--- src/rtl/rcc_div_ratio_det.sv ---
// rcc_div_ratio_det: recovers the RCC divider select code from the spacing of its enable pulses
module rcc_div_ratio_det #(
    parameter int CNT_WID  = 6,
    parameter int LOCK_CNT = 4,
    parameter int TIMEOUT  = 32
) (
    input  logic       i_clk,
    input  logic       rst,
    input  logic       en,
    input  logic       tick,
    output logic [2:0] det_sel,
    output logic       det_valid,
    output logic       det_chg,
    output logic       err_illegal,
    output logic       err_timeout
);
    localparam logic [1:0] S_IDLE = 2'd0;
    localparam logic [1:0] S_MEAS = 2'd1;
    localparam logic [1:0] S_LOCK = 2'd2;
    localparam logic [3:0] LOCK_N = 4'(LOCK_CNT);
    localparam logic [CNT_WID-1:0] TO_LAST = CNT_WID'(TIMEOUT - 1);

    logic [1:0]         state_q, state_d;
    logic [CNT_WID-1:0] cnt_q, cnt_d;
    logic [2:0]         cand_q, cand_d;
    logic [3:0]         match_q, match_d;
    logic [2:0]         sel_q, sel_d;
    logic               valid_q, valid_d;
    logic               chg_q, chg_d;
    logic               ill_q, ill_d;
    logic               to_q, to_d;
    logic               legal, same;
    logic [2:0]         code;

    // cnt_q holds period-1 on the tick cycle
    assign legal = cnt_q == CNT_WID'(0) || cnt_q == CNT_WID'(1) || cnt_q == CNT_WID'(3) ||
                   cnt_q == CNT_WID'(7) || cnt_q == CNT_WID'(15);
    assign code  = cnt_q == CNT_WID'(0) ? 3'b000 :
                   cnt_q == CNT_WID'(1) ? 3'b100 :
                   cnt_q == CNT_WID'(3) ? 3'b101 :
                   cnt_q == CNT_WID'(7) ? 3'b110 : 3'b111;
    assign same  = match_q != 4'd0 && cand_q == code;

    always_comb begin
        state_d = state_q;
        cnt_d   = cnt_q;
        cand_d  = cand_q;
        match_d = match_q;
        sel_d   = sel_q;
        valid_d = valid_q;
        chg_d   = 1'b0;
        ill_d   = 1'b0;
        to_d    = 1'b0;
        if (state_q == S_IDLE) begin
            cnt_d   = '0;
            state_d = tick ? S_MEAS : S_IDLE;
        end else if (tick) begin
            cnt_d = '0;
            if (!legal) begin
                ill_d   = 1'b1;
                match_d = 4'd0;
                cand_d  = 3'b000;
                valid_d = 1'b0;
                state_d = S_MEAS;
            end else begin
                match_d = same ? (match_q == LOCK_N ? match_q : match_q + 4'd1) : 4'd1;
                cand_d  = code;
                if (!same) begin
                    valid_d = 1'b0;
                    state_d = S_MEAS;
                end
                if (state_q == S_MEAS && match_d == LOCK_N) begin
                    state_d = S_LOCK;
                    valid_d = 1'b1;
                    sel_d   = code;
                    chg_d   = 1'b1;
                end
            end
        end else if (cnt_q == TO_LAST) begin
            to_d    = 1'b1;
            valid_d = 1'b0;
            match_d = 4'd0;
            cnt_d   = '0;
            state_d = S_IDLE;
        end else begin
            cnt_d = cnt_q + CNT_WID'(1);
        end
    end

    always_ff @(posedge i_clk) begin
        if (rst || !en) begin
            state_q <= S_IDLE;
            cnt_q   <= '0;
            cand_q  <= 3'b000;
            match_q <= 4'd0;
            sel_q   <= 3'b000;
            valid_q <= 1'b0;
            chg_q   <= 1'b0;
            ill_q   <= 1'b0;
            to_q    <= 1'b0;
        end else begin
            state_q <= state_d;
            cnt_q   <= cnt_d;
            cand_q  <= cand_d;
            match_q <= match_d;
            sel_q   <= sel_d;
            valid_q <= valid_d;
            chg_q   <= chg_d;
            ill_q   <= ill_d;
            to_q    <= to_d;
        end
    end

    assign det_sel     = sel_q;
    assign det_valid   = valid_q;
    assign det_chg     = chg_q;
    assign err_illegal = ill_q;
    assign err_timeout = to_q;
endmodule

--- config.mk ---
export PLATFORM = sky130hd
export DESIGN_NAME = rcc_div_ratio_det
export DESIGN_NICKNAME = d
export VERILOG_FILES = /design/src/rtl/rcc_div_ratio_det.sv
export SDC_FILE = /design/constraint.sdc
export NUM_CORES = 1
export LEC_CHECK = 0
export ABC_AREA = 1
export CAP_MARGIN = 20
export CORE_AREA = 2 2 56 63
export CTS_CLUSTER_DIAMETER = 40
export DETAILED_ROUTE_END_ITERATION = 10
export DIE_AREA = 0 0 58 65
export DONT_BUFFER_PORTS = 1
export PLACE_DENSITY = 0.5
export SYNTH_ARGS = -nofsm -noshare
export SYNTH_HDL_FRONTEND = slang
export SYNTH_SLANG_ARGS = --single-unit
--- constraint.sdc ---
create_clock -name i_clk -period 4.6 [get_ports i_clk]
set_input_delay 0.92 -clock i_clk [delete_from_list [all_inputs] [get_ports i_clk]]
set_output_delay 0.92 -clock i_clk [all_outputs]
set_load 0.01 [all_outputs]
# Yosys cells after proc, flatten, opt, wreduce, memory -nomap -nowiden

Cells that the tools add are included.

Register bits: 22
Input port bits: 4
Output and inout bits: 7
Word-level logic and storage cells: 72

$add $sub $neg: 2
Equal/unequal tests: 11
Muxes and demuxes: 25
Bitwise logic cells: 3
Reductions and logical operators: 22

Operators with widths:

| cell                  | count |
|---|---|
| $mux W4               | 5 |
| $mux W2               | 8 |
| $mux W1               | 10 |
| $eq A4 B3 Y1 const B  | 2 |
| $reduce_or A4 Y1      | 2 |
| $add A6 B1 Y6 const B | 1 |
| $eq A6 B1 Y1 const B  | 1 |
| $eq A6 B2 Y1 const B  | 1 |
| $eq A6 B3 Y1 const B  | 1 |
| $eq A6 B4 Y1 const B  | 1 |
| $eq A6 B5 Y1 const B  | 1 |
| $logic_not A6 Y1      | 1 |
| $mux W3               | 2 |
| $reduce_and A2 Y1     | 3 |
| $reduce_or A3 Y1      | 2 |
| $logic_or A1 B1 Y1    | 5 |
| $ne A5 B3 Y1 const B  | 1 |
| $add A4 B1 Y4 const B | 1 |
| $ne A4 B3 Y1 const B  | 1 |
| $reduce_and A4 Y1     | 1 |
| $reduce_bool A4 Y1    | 1 |
| $eq A3 B3 Y1          | 1 |
| $not A1 Y1            | 3 |
| $reduce_and A3 Y1     | 1 |
| other kinds (6)       | 7 |

# Logic depth before layout (Yosys ltp)

Gate-level depths: netlist (run 1).

Word-level depth: 14
Gate-level depth with buffers: 14
Depth with buffers taken out: 14

# Least setup slack after synthesis (run 1)

No wires, ideal clock.

Path kind: input port to flip-flop
Start: input port tick
End: register match_q[0]
Library setup time: 0.071 ns
Data arrival time: 1.697 ns
Data required time: 4.529 ns
Slack: 2.832 ns
Cell stages on the path: 6
Buffers on the path: 0
Cells stage by stage: inv_1 -> nor2_1 -> inv_1 -> nor2_1 -> o21ai_0 -> a21oi_1

Cells in the longest elaborated chain, start to end: 2
Elaborated cells on any way between the ends: 3
Those cells by class: mux (1); reduce/logical (2)

RTL lines:

| item                         | line | RTL |
|---|---|---|
| start: declaration           | 10   | `input logic tick,` |
| $reduce_bool A2 Y1 (no line) | n/a  |  |
| $reduce_and A2 Y1 (no line)  | n/a  |  |
| end signal: assignment       | 105  | `match_q <= match_d;` |
| end: declaration             | 26   | `logic [3:0] match_q, match_d;` |

Several ways; a longest one is shown, not always the timed one.
A chain may end at the register's enable or synchronous reset.

# Worst setup path in the final report (run 1)

Start: register match_q[0]
End: register sel_q[0] (netlist: det_sel[0])

Cells in the longest elaborated chain, start to end: 6
Elaborated cells on any way between the ends: 9
Those cells by class: add/sub (1); eq/ne (2); mux (2); reduce/logical (4)

RTL lines:

| item                                                  | line   | RTL |
|---|---|---|
| $add A4 B1 Y4 (tied with other cells)                 | 66     | `match_d = same ? (match_q == LOCK_N ? match_q : match_q + 4'd1) : 4'd1;` |
| $mux W4 / $logic_and A1 B1 Y1 (equally long branches) | 66, 42 |  |
| $mux W4 (*)                                           | 66     |  |
| $eq A4 B3 Y1 (*)                                      | 72     | `if (state_q == S_MEAS && match_d == LOCK_N) begin` |
| $logic_and A1 B1 Y1 (*)                               | 72     |  |
| $reduce_and A4 Y1 (no line) (*)                       | n/a    |  |
| end signal: assignment                                | 106    | `sel_q <= sel_d;` |
| end: declaration                                      | 27     | `logic [2:0] sel_q, sel_d;` |

Every way passes the cells marked *; elsewhere a longest branch is shown, timed or not.

==> flow_metrics.py, run 1 <==
metrics = {
    "synthesis": {
        "synth_top_area_share": 0.3655,
        "syn_nets": 177,
        "synth.distinct_cells": 28,
        "synth.area.top_cells": "dfxtp_1 37%, nand2_1 10%, nor2_1 7.5%",
        "synth-edff-count": 0,
        "postSynthAreaPerCell_um2": 7.172,
        "synth_top_area_cell": "dfxtp_1",
        "synthArstFlopShare": 0,
        "synth_flop_cell": "dfxtp_1",
        "seq_area_frac_synth": 0.3655,
        "synthCells": 168,
        "yosysMostFrequentCell": "nand2_1",
        "synth_commonest_cells": "33 x nand2_1, 24 x nor2_1, 22 x dfxtp_1, 19 x inv_1, 12 x a21oi_1",
        "synth_seq_cells": 22,
        "yosysWarnings": 0,
        "syn-cell-area_um2": 1205,
    },
    "global_routing": {
        "grt_max_degree": 14,
        "antenna_found_initial": 0,
        "use_met2": 0.2457,
        "track_usage": 0.1397,
        "grt-busiest-layer": "met2",
        "grt_util_met1": 0.1594,
        "grtUsageMet3": 0.03593,
        "grt_overflow": 0,
        "grt_pass1_vias": 915,
        "grt_pass1_wl_um": 4008,
    },
    "setup_path": {
        "cp_slowest_cell": "dfxtp_1",
        "path_delay_family": "simple AND/OR/NAND/NOR gates",
        "cp_max_fo": 5,
        "cp.buffers_inverters": 1,
        "crit_required_ps": 4790,
        "critPathCaptureType": "flip-flop",
        "startpoint_type": "flip-flop",
        "arrival_ps": 2100,
        "path_cells": "inv_1, ha_1, nor3b_1, nand2_1, nor2_1, nand4_4, nor2_4, nand2_2, nand2_1, a21oi_1",
        "path_class": "reg2reg",
        "max_stage_delay_ps": 430,
        "cpMostUsedCell": "nand2_1",
    },
    "min_path": {
        "hold_path.class": "reg2reg",
    },
    "timing": {
        "finalCritPeriodShare": 0.4146,
        "fin_crit_ps": 1907,
        "skew_ps": 8.874,
        "slew_headroom": 0.7114,
        "setup_ws_ps": 2693,
        "hold_viol_final": 0,
        "rsz0062_at_grt": "false",
        "worst_pin_slew_ps": 432.4,
        "slew_viol_final": 0,
        "fmax_ghz": 0.5243,
        "finalSetupTns_ps": 0,
        "setup_viol": 0,
    },
    "cts": {
        "numClockSinks": 22,
        "clk_path_buf_depth": 2,
        "cts_tree": "yes",
        "path_clk_slew_ps": 130,
        "cts-root-buf": "clkbuf_4",
        "cts_setup_buffers": 0,
        "cts_made_buffers": 3,
        "hold_buffers": 0,
        "clk_latency_ps": 310,
        "cts.htree.levels": 1,
        "post_cts_resized": 0,
    },
    "layout": {
        "area.sequential_um2": 440.4,
        "multiInputGateArea_um2": 670.6,
        "antennaDiodeCount": 0,
        "utilization": 0.4016,
        "layout.nets": 181,
        "fillers": 345,
        "drive_gt1_frac": 0.1754,
        "area.growth.synth_to_final_pct": 6.438,
    },
    "drt": {
        "route.detailed.drc": 0,
        "initialDrtViolationCount": 47,
        "ant_nets": 0,
        "wl_um": 2319,
        "num_vias": 958,
        "drtPass1Iterations": 5,
        "via_per_inst": 4.628,
        "avgRoutedWirePerCell_um": 11.20,
    },
    "floorplan": {
        "start_util": 0.3774,
        "fp.dieArea_um2": 3770,
        "coreArea_um2": 3193,
        "row_count": 22,
        "die_y_um": 65,
        "die_w_um": 58,
        "io_pins": 11,
    },
    "power_and_ir_drop": {
        "p_seq_frac": 0.612,
        "total_power_mw": 0.3131,
        "p_comb_frac": 0.042,
        "p_sw_mw": 0.07020,
        "power.density_nw_per_um2": 244.2,
        "switching_share": 0.2242,
        "irDropWorstVdd_v": 0.0001886,
        "clkPwrFrac": 0.345,
        "p_leak_nw": 0.5024,
        "p_int_mw": 0.2429,
    },
    "place": {
        "io_buffer_count": 0,
        "gp_congestion": 0.8441,
        "dp_hpwl_um": 1860,
        "dp_slack_ps": 2661,
    },
    "run_status": {
        "outcome": "finished, final reports clean",
    },
    "job": {
        "cap_viol_max_count": 0,
    },
}
==> registers in the layout, indices dropped and copies added (netlist names) <==
signal       flops
err_illegal      1
match_q          4
cnt_q            6
det_sel          3
err_timeout      1
state_q          2
det_chg          1
det_valid        1
cand_q           3
==> metrics by stage <==
stage,cell area [µm²],hold WS [ps],std cells
floorplan,1205,444.9,168
global placement,1246,466.1,203
detailed placement,1246,471.8,203
CTS,1282,492.8,207
global route,1282,521.1,207
finish,1282,488.2,207
==> final timing paths <==
path | slack [ps] | depth (start not counted) | startpoint | end
max | 2690 | 10 | match_q[0] | det_sel[0]
min | 490 | 2 | cand_q[0] | cand_q[0]
max reg2reg | 2690 | 10 | match_q[0] | det_sel[0]
min reg2reg | 490 | 2 | cand_q[0] | cand_q[0]
==> layout make-up <==
cell class              instances  area share
well taps                      36     0.03512
flip-flops and latches         22      0.3434
multi-input cells             121      0.5229
clock buffers                   4     0.02829
inverters                      24     0.07024
==> power groups by stage <==
stage / registers (mW) / clock network (mW) / logic [mW]
floorplan: 0.196 / 0 / 0.0110
global placement: 0.196 / 0 / 0.0134
detailed placement: 0.196 / 0 / 0.0134
CTS: 0.192 / 0.115 / 0.0134
global route: 0.192 / 0.121 / 0.0150
finish: 0.192 / 0.108 / 0.0133
==> tightest hold or removal path, delay by kind of cell, from the launching register on <==
family | cells | cell delay, ps
simple gates | 1 | 60
flops | 1 | 340
compound gates | 1 | 60
==> metal layers <==
layer | wire (µm) | share of wire
met5 | 0 | 0
met4 | 22 | 0.0095
met3 | 49 | 0.021
met2 | 1141 | 0.49
met1 | 1106 | 0.48
==> cells by family (layout without fill, tap and decap cells) <==
kind of cell	Yosys count	in the layout	share of synthesized area
DFF	22	22	0.3655
and+or+nand+nor	93	93	0.3905
adders and majority gates	5	5	0.05192
AOI/OAI and AO/OA	19	19	0.08515
xor gates and xnor gates	4	4	0.02908
buffers and inverters	25	28	0.07787
==> layout by cell type (no fill, tap or decap), types with 2 or more instances in the layout <==
cell,synthesis,layout
nor2_4,3,3
dfxtp_1,22,22
ha_1,5,5
o21ai_1,2,2
nand2_1,33,33
nor2_1,24,24
nand2_2,11,11
a21oi_1,12,12
nand3b_1,2,2
o21ai_0,3,3
inv_2,4,4
inv_1,19,19
nand3_1,9,9
nor3_1,3,3
xor2_1,3,3
clkbuf_4,0,3
Note: power is estimated with default switching activity, not from simulation.
==> run 2, diff against run 1 <==
==> constraint.sdc (replaced) <==
create_clock -name i_clk -period 1.9 [get_ports i_clk]
set_input_delay 0.38 -clock i_clk [delete_from_list [all_inputs] [get_ports i_clk]]
set_output_delay 0.38 -clock i_clk [all_outputs]
set_load 0.01 [all_outputs]
==> flow_metrics.py, run 2 (same netlist as run 1, synthesis figures left out) <==
metrics = {
    "drt": {
        "wl_um": 2395,
        "num_vias": 976,
        "drtPass1Iterations": 4,
        "initialDrtViolationCount": 48,
        "avgRoutedWirePerCell_um": 11.46,
        "via_per_inst": 4.670,
        "route.detailed.drc": 0,
        "ant_nets": 0,
    },
    "global_routing": {
        "grt_pass1_wl_um": 3905,
        "antenna_found_initial": 0,
        "grt_pass1_vias": 936,
        "grt_max_degree": 14,
        "track_usage": 0.1355,
        "grt_overflow": 0,
    },
    "timing": {
        "setup_ws_ps": 145.0,
        "setup_viol": 0,
        "fin_crit_ps": 1755,
        "skew_ps": 7.029,
        "slew_headroom": 0.6945,
        "hold_viol_final": 0,
        "worst_pin_slew_ps": 457.7,
        "slew_viol_final": 0,
        "finalCritPeriodShare": 0.9237,
        "fmax_ghz": 0.5698,
        "finalSetupTns_ps": 0,
    },
    "min_path": {
        "holdPathEnd": "det_valid",
        "hold_path_startpoint": "rst",
        "hold_path.class": "in2reg",
        "min_delay_path_depth": 3,
    },
    "place": {
        "gp_congestion": 0.7891,
        "dp_slack_ps": 23.02,
        "place_area_um2": 1254,
        "dp_hpwl_um": 1856,
        "io_buffer_count": 0,
        "dp.cells": 204,
    },
    "layout": {
        "layout.nets": 183,
        "final_cell_mix": "28 x nand2_1, 22 x nor2_1, 18 x dfxtp_1, 17 x inv_1, 16 x nand2_2",
        "instances_no_fill": 209,
        "drive_gt1_frac": 0.2948,
        "antennaDiodeCount": 0,
        "area.growth.synth_to_final_pct": 16.72,
        "final_common_cell": "nand2_1",
        "regMostFlops": "cnt_q",
        "largest_registers": "cnt_q x6, match_q x4",
        "largest_register_ff_count": 6,
        "final_cell_area_um2": 1406,
    },
    "setup_path": {
        "path_class": "reg2reg",
        "cp_max_fo": 5,
        "r2r_slack_ps": 140,
        "r2r_cells": 12,
        "r2r_end": "det_sel[1]",
        "critPathCaptureType": "flip-flop",
        "r2r_start": "cnt_q[0]",
        "startpoint_type": "flip-flop",
        "crit_required_ps": 2090,
        "arrival_ps": 1940,
    },
    "power_and_ir_drop": {
        "p_comb_frac": 0.041,
        "p_int_mw": 0.6836,
        "clkPwrFrac": 0.420,
        "p_sw_mw": 0.1731,
        "p_seq_frac": 0.539,
        "irDropWorstVdd_v": 0.0002821,
        "p_leak_nw": 0.5261,
        "switching_share": 0.2020,
        "power.density_nw_per_um2": 609.1,
        "total_power_mw": 0.8566,
    },
    "cts": {
        "hold_buffers": 0,
        "cts-root-buf": "clkbuf_4",
        "cts.htree.levels": 1,
        "clk_latency_ps": 310,
        "path_clk_slew_ps": 130,
        "numClockSinks": 22,
        "cts_made_buffers": 3,
        "clk_path_buf_depth": 2,
        "cts_tree": "yes",
    },
    "run_status": {
        "outcome": "finished, final reports clean",
    },
    "floorplan": {
        "die_w_um": 58,
        "fp.dieArea_um2": 3770,
        "start_util": 0.3774,
        "row_count": 22,
        "die_y_um": 65,
        "io_pins": 11,
        "coreArea_um2": 3193,
    },
    "job": {
        "cap_viol_max_count": 0,
    },
}
## run 2: cell count changes in the layout (fill, tap and decap cells not counted), sizes merged
cell,delta
buf,+2
bufinv,+1
clkbuf,-1
## run 2: cell type report
class / instances / area (µm²)
Sequential cell: 22 / 450.4
Multi-Input combinational cell: 121 / 753.2
Fill cell: 344 / 1787
Inverter: 24 / 90.09
Clock inverter: 1 / 30.03
Clock buffer: 3 / 22.52
Tap cell: 36 / 45.04
Timing Repair Buffer: 2 / 15.01
## run 2: power groups by stage
stage | Combinational [mW] | Sequential, mW | Clock, mW
3_3_place_gp | 0.0330 | 0.474 | 0
6_report | 0.0354 | 0.462 | 0.360
5_1_grt | 0.0398 | 0.462 | 0.390
4_1_cts | 0.0330 | 0.464 | 0.374
3_5_place_dp | 0.0330 | 0.474 | 0
2_1_floorplan | 0.0267 | 0.474 | 0
## run 2: layer usage
layer	vias up	global-route usage	wire, µm
met1	427	0.1581	1093
met5	-	0	0
met3	2	0.01796	41
met4	0	0.05233	19
li1	540	-	-
met2	7	0.2457	1241
## run 2: worst max-delay path, stage by stage (launching register included)
cell and delay, ps:
dfxtp_4 420, inv_2 60, ha_4 170, nor2_4 100
nand2_2 70, nand3_2 70, nand2_2 70, nor2_4 160
nand4_4 140, nor2_4 150, nand2_2 90, nand2_1 70
a21oi_1 60
## run 2: metrics by stage
step                      hold WS (ps)    util
final                            292.7  0.4404
after global routing             309.5  0.4404
after floorplan                  444.9       -
after detailed placement         470.5  0.3926
after CTS                        282.8  0.4099
after global placement           456.9  0.3926
## run 2: worst max-delay path by stage
stage | start | end | slack (ps) | cells after the start
after floorplan | match_q[0] | det_sel[2] | 220 | 10
after global placement | match_q[1] | det_sel[2] | 50 | 10
after detailed placement | match_q[1] | det_sel[2] | 20 | 10
after CTS | match_q[1] | det_sel[0] | 30 | 10
after global routing | cnt_q[0] | det_sel[0] | -6 | 13
final | cnt_q[0] | det_sel[1] | 140 | 12
## run 2: what timing repair did
item | 4_1_cts | 5_1_grt
pin swaps | 0 | 10
buffers inserted | 0 | 1
cloned | 0 | 0
endpoints found under the setup margin | 3 | 11
gates resized for setup | 1 | 25
==> run 3, diff against run 2 <==
--- a/config.mk
+++ b/config.mk
@@ -5,12 +5,11 @@
 export SDC_FILE = /design/constraint.sdc
 export NUM_CORES = 1
 export LEC_CHECK = 0
-export ABC_AREA = 1
 export CAP_MARGIN = 20
-export CORE_AREA = 2 2 56 63
+export CORE_AREA = 2 2 59 67
 export CTS_CLUSTER_DIAMETER = 40
 export DETAILED_ROUTE_END_ITERATION = 10
-export DIE_AREA = 0 0 58 65
+export DIE_AREA = 0 0 61 69
 export DONT_BUFFER_PORTS = 1
 export PLACE_DENSITY = 0.5
 export SYNTH_ARGS = -nofsm -noshare
==> flow_metrics.py, run 3 <==
metrics = {
    "setup_path": {
        "path_cells": "inv_2, ha_4, buf_6, o21ba_4, o2111ai_4, a211oi_4, and3_4, mux2i_1",
        "path_class": "reg2reg",
        "max_stage_delay_ps": 350,
        "path_delay_family": "compound AO/OA/AOI/OAI gates",
        "crit_required_ps": 2090,
        "critPathCaptureType": "flip-flop",
        "arrival_ps": 2030,
        "startpoint_type": "flip-flop",
        "cp.buffers_inverters": 2,
        "cp_slowest_cell": "dfxtp_2",
        "cp_max_fo": 6,
        "r2r_slack_ps": 60,
    },
    "drt": {
        "wl_um": 3138,
        "route.detailed.drc": 0,
        "avgRoutedWirePerCell_um": 13.76,
        "ant_nets": 0,
        "via_per_inst": 5.294,
        "initialDrtViolationCount": 58,
        "drtPass1Iterations": 4,
        "num_vias": 1207,
    },
    "global_routing": {
        "grt_overflow": 0,
        "grt_max_degree": 14,
        "grt_pass1_vias": 1170,
        "track_usage": 0.1607,
        "antenna_found_initial": 0,
        "grt_pass1_wl_um": 5292,
    },
    "power_and_ir_drop": {
        "power.density_nw_per_um2": 474.6,
        "p_int_mw": 0.6234,
        "total_power_mw": 0.8004,
        "p_leak_nw": 0.6210,
        "switching_share": 0.2212,
        "irDropWorstVdd_v": 0.0003123,
        "p_seq_frac": 0.581,
        "p_sw_mw": 0.1771,
        "p_comb_frac": 0.056,
        "clkPwrFrac": 0.363,
    },
    "synthesis": {
        "seq_area_frac_synth": 0.3218,
        "synthCells": 158,
        "synth_flop_cell": "dfxtp_1",
        "syn_nets": 167,
        "synthArstFlopShare": 0,
        "postSynthAreaPerCell_um2": 8.663,
        "synth-edff-count": 0,
        "synth_seq_cells": 22,
        "syn-cell-area_um2": 1369,
        "synth_commonest_cells": "22 x dfxtp_1, 17 x nor2_1, 15 x nand2_1, 10 x nand3_1",
        "yosysWarnings": 0,
        "synth.area.top_cells": "dfxtp_1 32%, nor2_1 4.7%, ha_1 4.6%",
        "synth_top_area_share": 0.3218,
        "synth_top_area_cell": "dfxtp_1",
        "yosysMostFrequentCell": "dfxtp_1",
        "synth.distinct_cells": 51,
    },
    "place": {
        "io_buffer_count": 0,
        "dp_hpwl_um": 2482,
        "dp_slack_ps": -27.69,
        "place_area_um2": 1564,
        "gp_congestion": 0.8497,
    },
    "cts": {
        "cts-root-buf": "clkbuf_8",
        "cts.htree.levels": 1,
        "clk_path_buf_depth": 2,
        "cts_tree": "yes",
        "numClockSinks": 22,
        "path_clk_slew_ps": 80,
        "cts_made_buffers": 3,
        "clk_latency_ps": 260,
    },
    "layout": {
        "antennaDiodeCount": 0,
        "final_cell_area_um2": 1687,
        "regMostFlops": "cnt_q",
        "largest_register_ff_count": 6,
        "drive_gt1_frac": 0.3034,
        "largest_registers": "cnt_q x6, match_q x4",
        "multiInputGateArea_um2": 888.4,
        "layout.nets": 189,
        "final_common_cell": "buf_4",
        "final_cell_mix": "26 x buf_4, 18 x dfxtp_1, 17 x nor2_1, 15 x nand2_1, 10 x nand3_1",
        "area.sequential_um2": 445.4,
        "fillers": 358,
        "area.growth.synth_to_final_pct": 23.22,
    },
    "floorplan": {
        "io_pins": 11,
        "start_util": 0.3867,
        "die_w_um": 61,
        "row_count": 23,
        "die_y_um": 69,
        "fp.dieArea_um2": 4209,
        "coreArea_um2": 3540,
    },
    "timing": {
        "finalSetupTns_ps": 0,
        "worst_pin_slew_ps": 510.4,
        "setup_ws_ps": 63.94,
        "slew_viol_final": 0,
        "setup_viol": 0,
        "skew_ps": 1.246,
        "hold_viol_final": 0,
        "fin_crit_ps": 1836,
        "holdWs_ps": 356.4,
        "finalCritPeriodShare": 0.9663,
        "rsz0062_at_grt": "true",
        "fmax_ghz": 0.5446,
        "slew_headroom": 0.6597,
    },
    "job": {
        "cap_viol_max_count": 0,
    },
    "run_status": {
        "outcome": "finished, final reports clean",
    },
    "min_path": {
        "hold_path.class": "in2reg",
    },
}
[run 3: cell families after synthesis]
group,after synthesis,share of synthesized area
buf+inv,17,0.06581
mux,1,0.007313
flops,22,0.3218
compound gates,42,0.2669
xor+xnor,4,0.02560
fa+ha+maj,5,0.04570
simple gates,67,0.2669
[run 3: worst paths after layout]
| check | from | endpoint | depth (start not counted) |
|---|---|---|---|
| setup / recovery | cnt_q[0] | det_sel[2] | 8 |
| hold reg to reg | cand_q[2] | cand_q[2] | 2 |
| setup reg to reg | cnt_q[0] | det_sel[2] | 8 |
| hold / removal | tick | err_timeout | 2 |
[run 3: layer usage]
layer	vias to the layer above	share of wire	GRT usage	routed length, µm
met2	11	0.54	0.2796	1681
li1	617	-	-	-
met4	0	0.021	0.04831	65
met5	-	0	0	0
met1	573	0.43	0.1977	1346
met3	6	0.014	0.02251	44
[run 3: final cells by class]
type | count | area share
multi-input combinational | 119 | 0.5267
inverter | 6 | 0.01335
clock buffer | 3 | 0.02448
tap | 50 | 0.03709
timing repair buffer | 28 | 0.1343
sequential | 22 | 0.2641
[run 3: power by group through the flow]
stage	Clock [mW]	Sequential [mW]	Combinational, mW
after floorplan	0	0.474	0.0289
after global placement	0	0.476	0.0408
after detailed placement	0	0.476	0.0410
after CTS	0.306	0.465	0.0422
after global routing	0.323	0.466	0.0503
final	0.290	0.465	0.0449
[run 3: per-stage QoR]
stage / utilization / instances
2_1_floorplan: - / 158
3_3_place_gp: 0.4419 / 222
3_5_place_dp: 0.4419 / 222
4_1_cts: 0.4585 / 225
5_1_grt: 0.4765 / 228
6_report: 0.4765 / 228
[run 3: what timing repair did]
action | 4_1_cts | 5_1_grt
hold buffers | 0 | 0
pin swaps | 0 | 7
setup buffers | 0 | 3
setup endpoints to repair | 8 | 16
resized for setup | 4 | 12
